## config.mk

```make
export PLATFORM = sky130hd
export DESIGN_NAME = sqrt_arbiter
export DESIGN_NICKNAME = d
export VERILOG_FILES = /design/src/rtl/sqrt_arbiter.sv
export SDC_FILE = /design/constraint.sdc
export NUM_CORES = 1
export LEC_CHECK = 0
export ABC_AREA = 1
export CAP_MARGIN = 15
export CORE_MARGIN = 5
export CORE_UTILIZATION = 41
export DETAILED_ROUTE_END_ITERATION = 7
export GPL_TIMING_DRIVEN = 0
export PLACE_DENSITY = 0.88
export RECOVER_POWER = 100
export REMOVE_ABC_BUFFERS = 1
export SYNTH_ARGS = -nofsm -noshare
export SYNTH_HDL_FRONTEND = slang
export SYNTH_SLANG_ARGS = --single-unit
```

## constraint.sdc

```tcl
create_clock -name clk_i -period 2.3 [get_ports clk_i]
set_input_delay 0.23 -clock clk_i [delete_from_list [all_inputs] [get_ports clk_i]]
set_output_delay 0.23 -clock clk_i [all_outputs]
set_load 0.02 [all_outputs]
```

## src/rtl/sqrt_arbiter.sv

```systemverilog
// rtl/sqrt_arbiter.sv - round-robin arbiter sharing one sqrt unit among NREQ requesters
// Optional watchdog on the WAIT states: define SQRT_ARB_TIMEOUT_EN.
module sqrt_arbiter #(
    parameter int NREQ    = 4,
    parameter int TIMEOUT = 64
) (
    input  logic                 clk_i,
    input  logic                 rst_ni,
    input  logic [NREQ-1:0]      req_i,
    input  logic [17*NREQ-1:0]   x_bi,
    output logic [NREQ-1:0]      gnt_o,
    output logic [NREQ-1:0]      rsp_valid_o,
    output logic [7:0]           y_bo,
    output logic                 err_o,
    output logic                 busy_o,
    output logic                 sq_start_o,
    output logic [16:0]          sq_x_bo,
    input  logic                 sq_busy_i,
    input  logic [7:0]           sq_y_bi
);

    localparam int WW = (NREQ > 1) ? $clog2(NREQ) : 1;

    typedef enum logic [2:0] {
        IDLE,
        ISSUE,
        WAIT_BUSY,
        WAIT_DONE,
        RESP
    } state_e;

    state_e        state_q, state_d;
    logic [WW-1:0] w_q, w_d;
    logic [WW-1:0] last_q, last_d;
    logic [16:0]   x_q, x_d;
    logic [7:0]    y_q, y_d;

    logic          win_found;
    logic [WW-1:0] win_idx;
    logic [WW-1:0] cand_idx;
    int unsigned   cand;
    logic          timeout_taken;

    // Round-robin search starts one past the last served requester.
    always_comb begin
        win_found = 1'b0;
        win_idx   = last_q;
        cand      = 0;
        cand_idx  = '0;
        for (int i = 1; i <= NREQ; i++) begin
            cand     = (int'(last_q) + i) % NREQ;
            cand_idx = WW'(cand);
            if (!win_found && req_i[cand_idx]) begin
                win_found = 1'b1;
                win_idx   = cand_idx;
            end
        end
    end

    always_comb begin
        state_d = state_q;
        w_d     = w_q;
        last_d  = last_q;
        x_d     = x_q;
        y_d     = y_q;
        case (state_q)
            IDLE: begin
                if (win_found) begin
                    w_d     = win_idx;
                    x_d     = x_bi[17*win_idx +: 17];
                    state_d = ISSUE;
                end
            end
            ISSUE: begin
                state_d = WAIT_BUSY;
            end
            WAIT_BUSY: begin
                if (sq_busy_i) begin
                    state_d = WAIT_DONE;
                end else if (timeout_taken) begin
                    y_d     = 8'd0;
                    state_d = RESP;
                end
            end
            WAIT_DONE: begin
                if (!sq_busy_i) begin
                    y_d     = sq_y_bi;
                    state_d = RESP;
                end else if (timeout_taken) begin
                    y_d     = 8'd0;
                    state_d = RESP;
                end
            end
            RESP: begin
                last_d  = w_q;
                state_d = IDLE;
            end
            default: begin
                state_d = IDLE;
            end
        endcase
    end

    always_ff @(posedge clk_i or negedge rst_ni) begin
        if (!rst_ni) begin
            state_q <= IDLE;
            w_q     <= '0;
            last_q  <= WW'(NREQ - 1);
            x_q     <= '0;
            y_q     <= '0;
        end else begin
            state_q <= state_d;
            w_q     <= w_d;
            last_q  <= last_d;
            x_q     <= x_d;
            y_q     <= y_d;
        end
    end

`ifdef SQRT_ARB_TIMEOUT_EN
    localparam int CW = $clog2(TIMEOUT + 1);

    logic [CW-1:0] wdog_q, wdog_d;
    logic          err_q, err_d;
    logic          in_wait;
    logic          timeout_hit;

    assign in_wait     = (state_q == WAIT_BUSY) || (state_q == WAIT_DONE);
    assign timeout_hit = in_wait && (wdog_q == CW'(TIMEOUT - 1));
    // The watchdog only wins when the normal exit condition of the state is absent.
    assign timeout_taken = timeout_hit &&
                           (((state_q == WAIT_BUSY) && !sq_busy_i) ||
                            ((state_q == WAIT_DONE) &&  sq_busy_i));

    always_comb begin
        wdog_d = '0;
        err_d  = timeout_taken;
        if (in_wait && (state_d == state_q)) begin
            wdog_d = wdog_q + CW'(1);
        end
    end

    always_ff @(posedge clk_i or negedge rst_ni) begin
        if (!rst_ni) begin
            wdog_q <= '0;
            err_q  <= 1'b0;
        end else begin
            wdog_q <= wdog_d;
            err_q  <= err_d;
        end
    end

    assign err_o = err_q;
`else
    logic unused_cfg;

    assign unused_cfg    = (TIMEOUT > 0);
    assign timeout_taken = 1'b0;
    assign err_o         = 1'b0;
`endif

    assign gnt_o       = (state_q == ISSUE) ? (NREQ'(1) << w_q) : '0;
    assign rsp_valid_o = (state_q == RESP)  ? (NREQ'(1) << w_q) : '0;
    assign busy_o      = (state_q != IDLE);
    assign sq_start_o  = (state_q == ISSUE);
    assign sq_x_bo     = x_q;
    assign y_bo        = y_q;

endmodule

```

# == Word level (Yosys, flattened, before mapping) ==
# Cells that the tools add are included.
# totals
mem_bits_ro,0
regBits,32
inputBits,83
output_inout_bits,36
mem_bits_rw,0
mem_count,0
latch_bits,0
# op_classes
n_div,0
shift,2
n_addsub,4
n_mux,22
reduce_logical,11
bitwise_logic,1
n_lt_le_gt_ge,4
eq_ne,7
mul,1
# op_table
operator,n
indexed part select 68 x 8 -> 17 bit,1
"< comparator 2 x 3 -> 1 bit, second input constant",4
one-hot mux 3 bit (4 select lines),1
2-to-1 mux 3 bit,3
binary-select mux 1 bit (select 2 bit),4
2-to-1 mux 1 bit,8
2-to-1 mux 2 bit,4
2-to-1 mux 4 bit,2
"multiplier 5 x 2 -> 7 bit, first input constant",1
"equality test 3 x 2 -> 1 bit, second input constant",2
"!= test 2 bit, second input constant",3
"adder 2 x 1 -> 2 bit, second input constant",2
"adder 2 bit, second input constant",2
AND reduction 2 bit,2
"<< shifter 1 x 2 -> 4 bit, first input constant",1
"equality test 3 x 1 -> 1 bit, second input constant",1
"equality test 3 bit, second input constant",1
logical AND 1 bit,3
logical NOT 1 bit,3
logical NOT 3 bit,1
AND reduction 3 bit,1
nonzero test 3 bit,1
inverter 1 bit,1

# == Longest topological paths before layout ==
# Gate-level depths: netlist of the first run.
# depth
word_depth,15
mapped_depth,15
depth_no_buf,13

# == Least setup slack after synthesis of the first run ==
# No wires, ideal clock.
# synth_timing
kind,register -> output
from,register state_q[1]
to,output port gnt_o[0]
path_slack_ps,417
stages_incl_launch_ff,4
arrival_ps,1653
required_ps,2070
path_cell_list,dfrtp_1 -> nor3_1 -> inv_1 -> nor3_1
# synth_via
elab_chain_len,2
# synth_rtl
item,line_no,text
start: declaration,32,"state_e state_q, state_d;"
start signal: assignment,112,state_q <= state_d;
equality test 3 x 1 -> 1 bit,--,
named net sq_start_o,16,"output logic sq_start_o,"
2-to-1 mux 4 bit,162,assign gnt_o = (state_q == ISSUE) ? (NREQ'(1) << w_q) : '0;
end: declaration,11,"output logic [NREQ-1:0] gnt_o,"
# The timed path passes the listed nets, and every way through them passes these cells.

# == Worst setup path in the final report of the first run ==
# layout_timing
from,register state_q[1]
to,output port gnt_o[2]
# layout_via
elab_chain_len,2
# layout_rtl
item,line_no
equality test 3 x 1 -> 1 bit,162
2-to-1 mux 4 bit,162
# No other way between the ends.

==> impl_metrics.toml, run 1 <==
[status]
status = "finished with violations"
violations = "capacitance limit, slew limit"

[worst_setup_path]
crit_type = "reg -> out"
endpoint_kind = "primary output"
crit_buf_inv = 2
cp-start-kind = "flip-flop"
crit_path_max_incr_delay_ns = 0.64
rr_worst_depth = 12
worstPathCellList = "nor3_1 -> inv_1 -> nor3_1 -> clkdlybuf4s50_1"
path_max_fanout = 5
cpMostUsedCell = "nor3_1"
cp_top_family = "buffers and inverters"
cp_slowest_cell = "clkdlybuf4s50_1"
reg2reg_slack_ns = 0.14
worstPathRequired_ns = 2.07
timing.rr.start = "last_q[0]"
crit_arrival_ns = 1.93
timing.rr.end = "sq_x_bo[8]"

[timing]
tightest_slew_ns = 1.77
rsz0062_at_grt = "yes"
setup-tns-final_ns = 0
finalSetupViolCount = 0
period_share_pct = 93.9
finalHoldViolations = 0
final_max_slew_viol_count = 33
clock.fmax_ghz = 0.463
slew_headroom_pct = -17.9
whs_ns = 0.415
fin_crit_ns = 2.16
fin_worst_skew_ns = 0.00616

[global_routing]
grtUsageTotal_pct = 20.4
grt_pass1_vias = 2758
grt_max_degree = 36
grt_first_pass_wirelength_mm = 12.4
grt-ovfl-total = 0
grt_antenna_before_repair = 0

[clocking]
cts-buffers-inserted = 5
cts_sinks = 32
clockBufferDepth = 2
clk_latency_ns = 0.28
clockRootBuffer = "clkbuf_8"
hold_buffers = 0
cts_tree = "built"
cts_max_level = 2
clk_pin_slew_ns = 0.07

[yosys]
synth-simple-area-share_pct = 56.0
synthMuxAreaShare_pct = 0
synth.avg_cell_area_um2 = 7.17
yosys.area.top_type = "dfrtp_1"
synth_top_family_by_area = "simple AND/OR/NAND/NOR gates"
synth_flop_cell = "dfrtp_1"
synth_edf_count = 0
postSynth.asyncResetShare_pct = 100
ys_seq_area_share_pct = 33.0
netlist_top_cells_area = "dfrtp_1 31%, nand3_1 21%, nand2_1 16%"
synthAdderAreaFrac_pct = 0
synthXorXnorAreaFrac_pct = 0
synth-compound-area-share_pct = 1.64
syn_inst = 340
synth-seq-cells = 32
syn-cell-area_um2 = 2440
yosysMostFrequentCell = "nand3_1"
synth_top_area_share_pct = 30.8
synth_common_cells = "102 x nand3_1, 101 x nand2_1, 30 x dfrtp_1"
yosysUniqueCellTypes = 25
ys_warn_count = 0

[route]
drt_iter0_drc = 145
avgViaCountPerCell = 5.22
drtPass1Iterations = 5
vias = 2763
wl_per_cell_um = 15.0
drtAntennaViolNets = 0
routed_wl_mm = 7.95
drc = 0

[flow_run]
maxCapViolCount = 1

[finish]
fin_nets = 536
fin_cells = 529
drive_gt1_share_pct = 15.2
nFillCells = 507
area_delta_synth_final_pct = 53.7
antenna_cells = 0

[floorplanning]
num_rows = 28
io_pins = 119
die_x_um = 87.1
dieHeight_um = 87.1
start_util_pct = 41.7
core_um2 = 5850
die-area_um2 = 7590

[power_and_ir_drop]
max-vdd-ir-drop_uv = 1150
leakage_nw = 1.75
p_per_area_nw_per_um2 = 1460

[placement]
gp_congestion = 0.828
hpwlAfterDp_mm = 5.53
dp_cells = 515
numPortBuffers = 117

[hold_path]
hp-class = "in -> async"
## worst max path at each step
stage | cells after the start | from | slack (ns) | to
2_1_floorplan | 13 | last_q[0] | 0.22 | sq_x_bo[0]
3_3_place_gp | 13 | last_q[0] | -0.21 | sq_x_bo[14]
3_5_place_dp | 13 | last_q[0] | -0.27 | sq_x_bo[12]
4_1_cts | 4 | state_q[1] | 0.04 | rsp_valid_o[3]
5_1_grt | 13 | last_q[0] | 0.004 | sq_x_bo[1]
6_report | 4 | state_q[1] | 0.14 | gnt_o[2]
## layout make-up
| type | count | area [µm²] | area share [%] |
|---|---|---|---|
| clock buffer | 6 | 82.6 | 2.20 |
| clock inverter | 2 | 10.0 | 0.267 |
| inverter | 20 | 80.1 | 2.14 |
| multi-input combinational | 273 | 1480 | 39.4 |
| sequential | 32 | 803 | 21.4 |
| tap | 75 | 93.8 | 2.51 |
| timing repair buffer | 121 | 1200 | 32.1 |
## report_power, final
part / leakage [nW] / total [mW] / switching (mW) / internal, mW
Clock: 0.0510 / 0.441 / 0.202 / 0.238
Sequential: 0.393 / 1.02 / 0.176 / 0.849
Combinational: 1.31 / 3.99 / 2.55 / 1.44
## layer usage
layer | vias to the layer above | track usage [%] | share of wire [%]
met5 | - | 0 | 0
met4 | 0 | 5.72 | 0.92
met3 | 8 | 5.77 | 9.2
met2 | 105 | 36.6 | 51
met1 | 1293 | 23.4 | 39
li1 | 1357 | - | -
## what timing repair did
action,4_1_cts,5_1_grt
buffers inserted,4,0
endpoints found under the setup margin,18,23
gates cloned,0,2
pin swaps,1,2
gates resized for setup,2,8
## worst register-to-register path: stages, from the launching register on
cell and delay, ns:
dfstp_2 0.54, buf_4 0.22, nand2_1 0.12, nand2_4 0.12, nand2_4 0.07, nand2_4 0.10, nand2_4 0.10, nand3_4 0.30
nand2_4 0.18, nand2_1 0.12, nand3_2 0.08, nand3_1 0.07, nand2_1 0.06
## cell families after synthesis
family | after synthesis
flops | 32
buf+inv | 37
other cells | 1
simple gates | 262
compound gates | 8
## metrics by stage
| stage | setup WS, ns | utilization, % | area [µm²] | total power [mW] |
|---|---|---|---|---|
| 2_1_floorplan | 0.222 | - | 2290 | 3.49 |
| 3_3_place_gp | -0.211 | 60.7 | 3550 | 4.64 |
| 3_5_place_dp | -0.274 | 60.7 | 3550 | 4.75 |
| 4_1_cts | 0.0436 | 63.2 | 3700 | 5.39 |
| 5_1_grt | 0.00411 | 64.0 | 3750 | 5.94 |
| 6_report | 0.141 | 64.0 | 3750 | 5.46 |
## registers in the layout, summed over array words and instances, names as in the netlist
register and count:
sq_x_bo 17, w_q 2, state_q 3, y_bo 8
last_q 2
## cell usage in the layout (no fill, tap or decap)
cell type,Yosys,routed
conb_1,1,1
nand2_2,14,13
buf_4,3,3
nand2_8,0,3
nor2_4,2,2
o21ai_0,5,5
clkdlybuf4s50_1,0,89
nand3_2,13,13
o21ai_1,1,1
inv_2,5,4
dfrtp_1,30,30
dlygate4sd3_1,0,26
clkbuf_8,2,6
buf_12,0,1
nand2_1,101,101
nor3_1,6,5
clkinv_2,0,2
nor2_2,3,4
clkbuf_1,0,2
inv_1,14,14
inv_4,1,2
and3_1,1,1
nand3_4,1,2
nor2_1,7,6
nand3_1,102,102
dfstp_2,2,2
a21oi_1,2,2
nand2_4,12,11
nor3_2,0,1
Power figures use the tool's default switching activity.
==> inputs of run 2 (changes only) <==
- CORE_ASPECT_RATIO: not set -> 1.75
- SKIP_CTS_REPAIR_TIMING: not set -> 1
==> run 2 against run 1 <==
Compared with the run above:
- the run still ends with capacitance limit, slew limit left
- global-route usage grew 0.74 points
- design area up 0.50%
- worst setup slack gained 0.0046 ns
- via count up 1.6%
- core utilization up 0.51 points
- sequential power hardly changed
- total power is 0.33% lower
- die area rose by 0.81%
- flip-flop and latch count unchanged
- register-to-register slack hardly changed
- sequential share of layout area is essentially flat
- first-iteration DRC count grew 25%
==> impl_metrics.toml, run 2 (synthesized netlist as in run 1, its figures left out) <==
[placement]
numPortBuffers = 117
place_ws_ns = -0.254
hpwlAfterDp_mm = 5.87
dp_cells = 518
gp_congestion = 0.884

[worst_setup_path]
crit_path_max_incr_delay_ns = 0.65
cp-start-kind = "flip-flop"
timing.rr.start = "last_q[0]"
cp_top_family = "simple AND/OR/NAND/NOR gates"
crit_buf_inv = 3
crit_arrival_ns = 2.32
path_max_fanout = 20
cp_slowest_cell = "dfstp_4"
endpoint_kind = "flip-flop"
worstPathRequired_ns = 2.47
worstPathCellList = "inv_4 -> nand2_2 -> nand2_2 -> nand2_4 -> nand2_4 -> nor2_2 -> nand3_2 -> nor2_2 -> inv_2 -> nand2_8 -> inv_4 -> nand3_1 -> nand2_1"
cp-startpoint = "last_q[0]"
reg2reg_slack_ns = 0.15
crit_type = "reg -> reg"

[power_and_ir_drop]
leakage_nw = 1.75
max-vdd-ir-drop_uv = 770
p_per_area_nw_per_um2 = 1440
power_mw = 5.44

[timing]
period_share_pct = 93.7
tightest_slew_ns = 1.70
clock.fmax_ghz = 0.464
finalHoldViolations = 0
slew_headroom_pct = -13.0
final_max_slew_viol_count = 33
finalSetupViolCount = 0
fin_crit_ns = 2.15
timing.final.ws_setup_ns = 0.146
fin_worst_skew_ns = 0.00436

[floorplanning]
dieHeight_um = 112
start_util_pct = 41.8
core_um2 = 5830
die_x_um = 68.3
die-area_um2 = 7650
num_rows = 37
io_pins = 119

[flow_run]
maxCapViolCount = 1

[route]
routed_wl_mm = 8.09
drtAntennaViolNets = 0
wl_per_cell_um = 15.2
drc = 0
avgViaCountPerCell = 5.27
vias = 2807
drt_iter0_drc = 181
drtPass1Iterations = 5

[clocking]
clk_pin_slew_ns = 0.07
cts_sinks = 32
clockRootBuffer = "clkbuf_8"
clk_latency_ns = 0.28
cts_tree = "built"
clockBufferDepth = 2
cts-buffers-inserted = 5
cts_max_level = 2

[global_routing]
grt_max_degree = 36
grt_pass1_vias = 2718
grt-ovfl-total = 0
grtUsageTotal_pct = 21.1
grt_antenna_before_repair = 0
grt_first_pass_wirelength_mm = 12.5

[status]
status = "finished with violations"
violations = "capacitance limit, slew limit"

[finish]
fin_cells = 533
largest_reg_flops = 17
fin_nets = 537
area_delta_synth_final_pct = 54.5
drive_gt1_share_pct = 14.7
layout_common_cells = "102 x nand3_1, 101 x nand2_1, 90 x clkdlybuf4s50_1"
antenna_cells = 0
final_common_cell = "nand3_1"
post-route-util_pct = 64.5

[hold_path]
hp-class = "in -> async"
-- run 2: cell types whose count changed in the layout (fill, tap and decap cells not counted), sizes merged --
cell	before	now
clkinv	2	1
nand2	128	127
clkdlybuf4s50	89	90
buf	4	6
-- run 2: path summary, 6_finish.rpt --
check                              end  depth (start not counted)
max                         sq_x_bo[9]                         13
min                        sq_x_bo[10]                          1
max reg2reg                 sq_x_bo[9]                         13
min reg2reg                    y_bo[1]                          2
max in group asynchronous   sq_x_bo[9]                          1
min in group clk_i             y_bo[1]                          2
-- run 2: layer usage --
layer,GRT usage [%],vias up,part of all wire [%]
li1,-,1359,-
met1,22.7,1340,37
met2,38.3,90,55
met3,3.43,18,4.5
met4,9.16,0,3.5
met5,0,-,0
-- run 2: layout make-up --
class,instances,area [µm²]
Sequential cell,32,807
Clock inverter,1,5.00
Clock buffer,7,76.3
Tap cell,78,97.6
Multi-Input combinational cell,272,1460
Timing Repair Buffer,123,1230
Fill cell,522,2070
Inverter,20,82.6
-- run 2: where the power goes --
group          internal [mW]  leakage (nW)  switching (mW)
combinational           1.47          1.32            2.52
clock                  0.212        0.0422           0.196
sequential             0.854         0.394           0.179
-- run 2: per-stage QoR --
| step | cell area (µm²) | TNS (ns) | hold WS [ns] |
|---|---|---|---|
| floorplan | 2290 | 0 | -0.0656 |
| global placement | 3560 | -3.62 | 0.456 |
| detailed placement | 3550 | -4.09 | 0.316 |
| CTS | 3630 | -4.64 | 0.0187 |
| global route | 3760 | -0.0717 | 0.493 |
| finish | 3760 | 0 | 0.381 |
==> inputs of run 3 (changes only) <==
- CAP_MARGIN: 15 -> 40
- CORE_MARGIN: 5 -> 1
- SKIP_CTS_REPAIR_TIMING: 1 -> not set
==> run 3 against run 2 <==
Compared with the run above:
- the run still ends with capacitance limit, slew limit left
- total power decreased by 0.85%
- worst setup slack worse by 0.0097 ns
- fmax fell by 0.45%
- first-iteration DRC count did not move
- sequential share of layout area is 0.10 points higher
- via count increased by 1.1%
- design area fell by 0.93%
==> impl_metrics.toml, run 3 (synthesized netlist as in run 1, its figures left out) <==
[worst_setup_path]
worstPathRequired_ns = 2.07
endpoint_kind = "primary output"
cp-start-kind = "flip-flop"
timing.rr.end = "sq_x_bo[12]"
timing.rr.start = "last_q[1]"
crit_type = "reg -> out"
rr_worst_depth = 13
reg2reg_slack_ns = 0.17
path_max_fanout = 4
crit_arrival_ns = 1.93

[finish]
antenna_cells = 0
fin_nets = 535
largest_reg_flops = 17
post-route-util_pct = 66.2
nFillCells = 472
fin_cells = 528
drive_gt1_share_pct = 14.6
final_common_cell = "nand3_1"
layout_common_cells = "102 x nand3_1, 101 x nand2_1, 90 x clkdlybuf4s50_1"
area_delta_synth_final_pct = 53.0

[placement]
gp_congestion = 0.936
hpwlAfterDp_mm = 5.41
dp_cells = 516
numPortBuffers = 117
place_ws_ns = -0.236

[power_and_ir_drop]
max-vdd-ir-drop_uv = 661
leakage_nw = 1.74
p_per_area_nw_per_um2 = 1450

[floorplanning]
start_util_pct = 43.3
die_x_um = 60.3
num_rows = 36
dieHeight_um = 104
die-area_um2 = 6270
core_um2 = 5630
io_pins = 119

[route]
wl_per_cell_um = 15.1
drtPass1Iterations = 4
drc = 0
vias = 2838
routed_wl_mm = 7.95
avgViaCountPerCell = 5.38
drt_iter0_drc = 181
drtAntennaViolNets = 0

[global_routing]
grt_antenna_before_repair = 0
grtUsageTotal_pct = 26.9
grt_first_pass_wirelength_mm = 12.8
grt_max_degree = 36
grt-ovfl-total = 0
grt_pass1_vias = 2831

[timing]
finalSetupViolCount = 0
final_max_slew_viol_count = 33
fin_worst_skew_ns = 0.00623
whs_ns = 0.418
clock.fmax_ghz = 0.462
timing.final.ws_setup_ns = 0.136
slew_headroom_pct = -17.8
setup-tns-final_ns = 0
tightest_slew_ns = 1.77
fin_crit_ns = 2.16
period_share_pct = 94.1
finalHoldViolations = 0

[clocking]
cts_sinks = 32
cts-buffers-inserted = 5
hold_buffers = 0
clockBufferDepth = 2
cts_max_level = 2
clk_latency_ns = 0.28
cts_tree = "built"
clk_pin_slew_ns = 0.07
clockRootBuffer = "clkbuf_8"

[hold_path]
hp-class = "in -> async"

[flow_run]
maxCapViolCount = 1

[status]
violations = "capacitance limit, slew limit"
status = "finished with violations"
==> run 3: how the worst max path moves through the flow <==
stage,endpoint,slack [ns],from,depth (start not counted)
global route,busy_o,-0.005,state_q[0],5
floorplan,sq_x_bo[0],0.22,last_q[0],13
global placement,sq_x_bo[12],-0.20,last_q[0],13
finish,busy_o,0.14,state_q[0],5
detailed placement,sq_x_bo[11],-0.24,last_q[0],13
CTS,rsp_valid_o[3],0.05,state_q[1],4
==> run 3: where the power goes <==
group	switching [mW]	total [mW]	internal [mW]
Clock	0.204	0.409	0.206
Sequential	0.179	1.03	0.849
Combinational	2.54	3.95	1.41
==> run 3: metal layers <==
layer	wire [µm]	GRT usage, %	up-vias
met5	0	0	-
met4	365	15.9	0
met3	390	3.48	31
met2	4410	46.1	126
met1	2780	30.0	1330
li1	-	-	1351
==> run 3: cell type report <==
| cell class | count | area (µm²) | area share, % |
|---|---|---|---|
| multi-input cells | 272 | 1470 | 39.3 |
| repair buffers | 121 | 1210 | 32.4 |
| flip-flops and latches | 32 | 803 | 21.5 |
| well taps | 76 | 95.1 | 2.55 |
| inverters | 20 | 80.1 | 2.15 |
| clock buffers | 6 | 72.6 | 1.95 |
| clock inverters | 1 | 5.00 | 0.134 |
==> run 3: through the flow <==
stage	total power [mW]	instance area, µm²
2_1_floorplan	3.49	2290
3_3_place_gp	4.66	3550
3_5_place_dp	4.76	3550
4_1_cts	5.43	3700
5_1_grt	5.84	3730
6_report	5.39	3730
==> run 3: worst max-delay path, stage by stage, from the launching register on <==
cell and delay [ns]:
dfrtp_1 0.42, nor2_1 0.18, inv_1 0.06, nor2_1 0.35
inv_1 0.10, clkdlybuf4s50_1 0.55
==> run 3: repair_timing <==
item | CTS | global route
cloned | 1 | 0
setup endpoints to repair | 18 | 25
setup buffers | 4 | 0
resized for setup | 3 | 6
pin swaps | 2 | 0
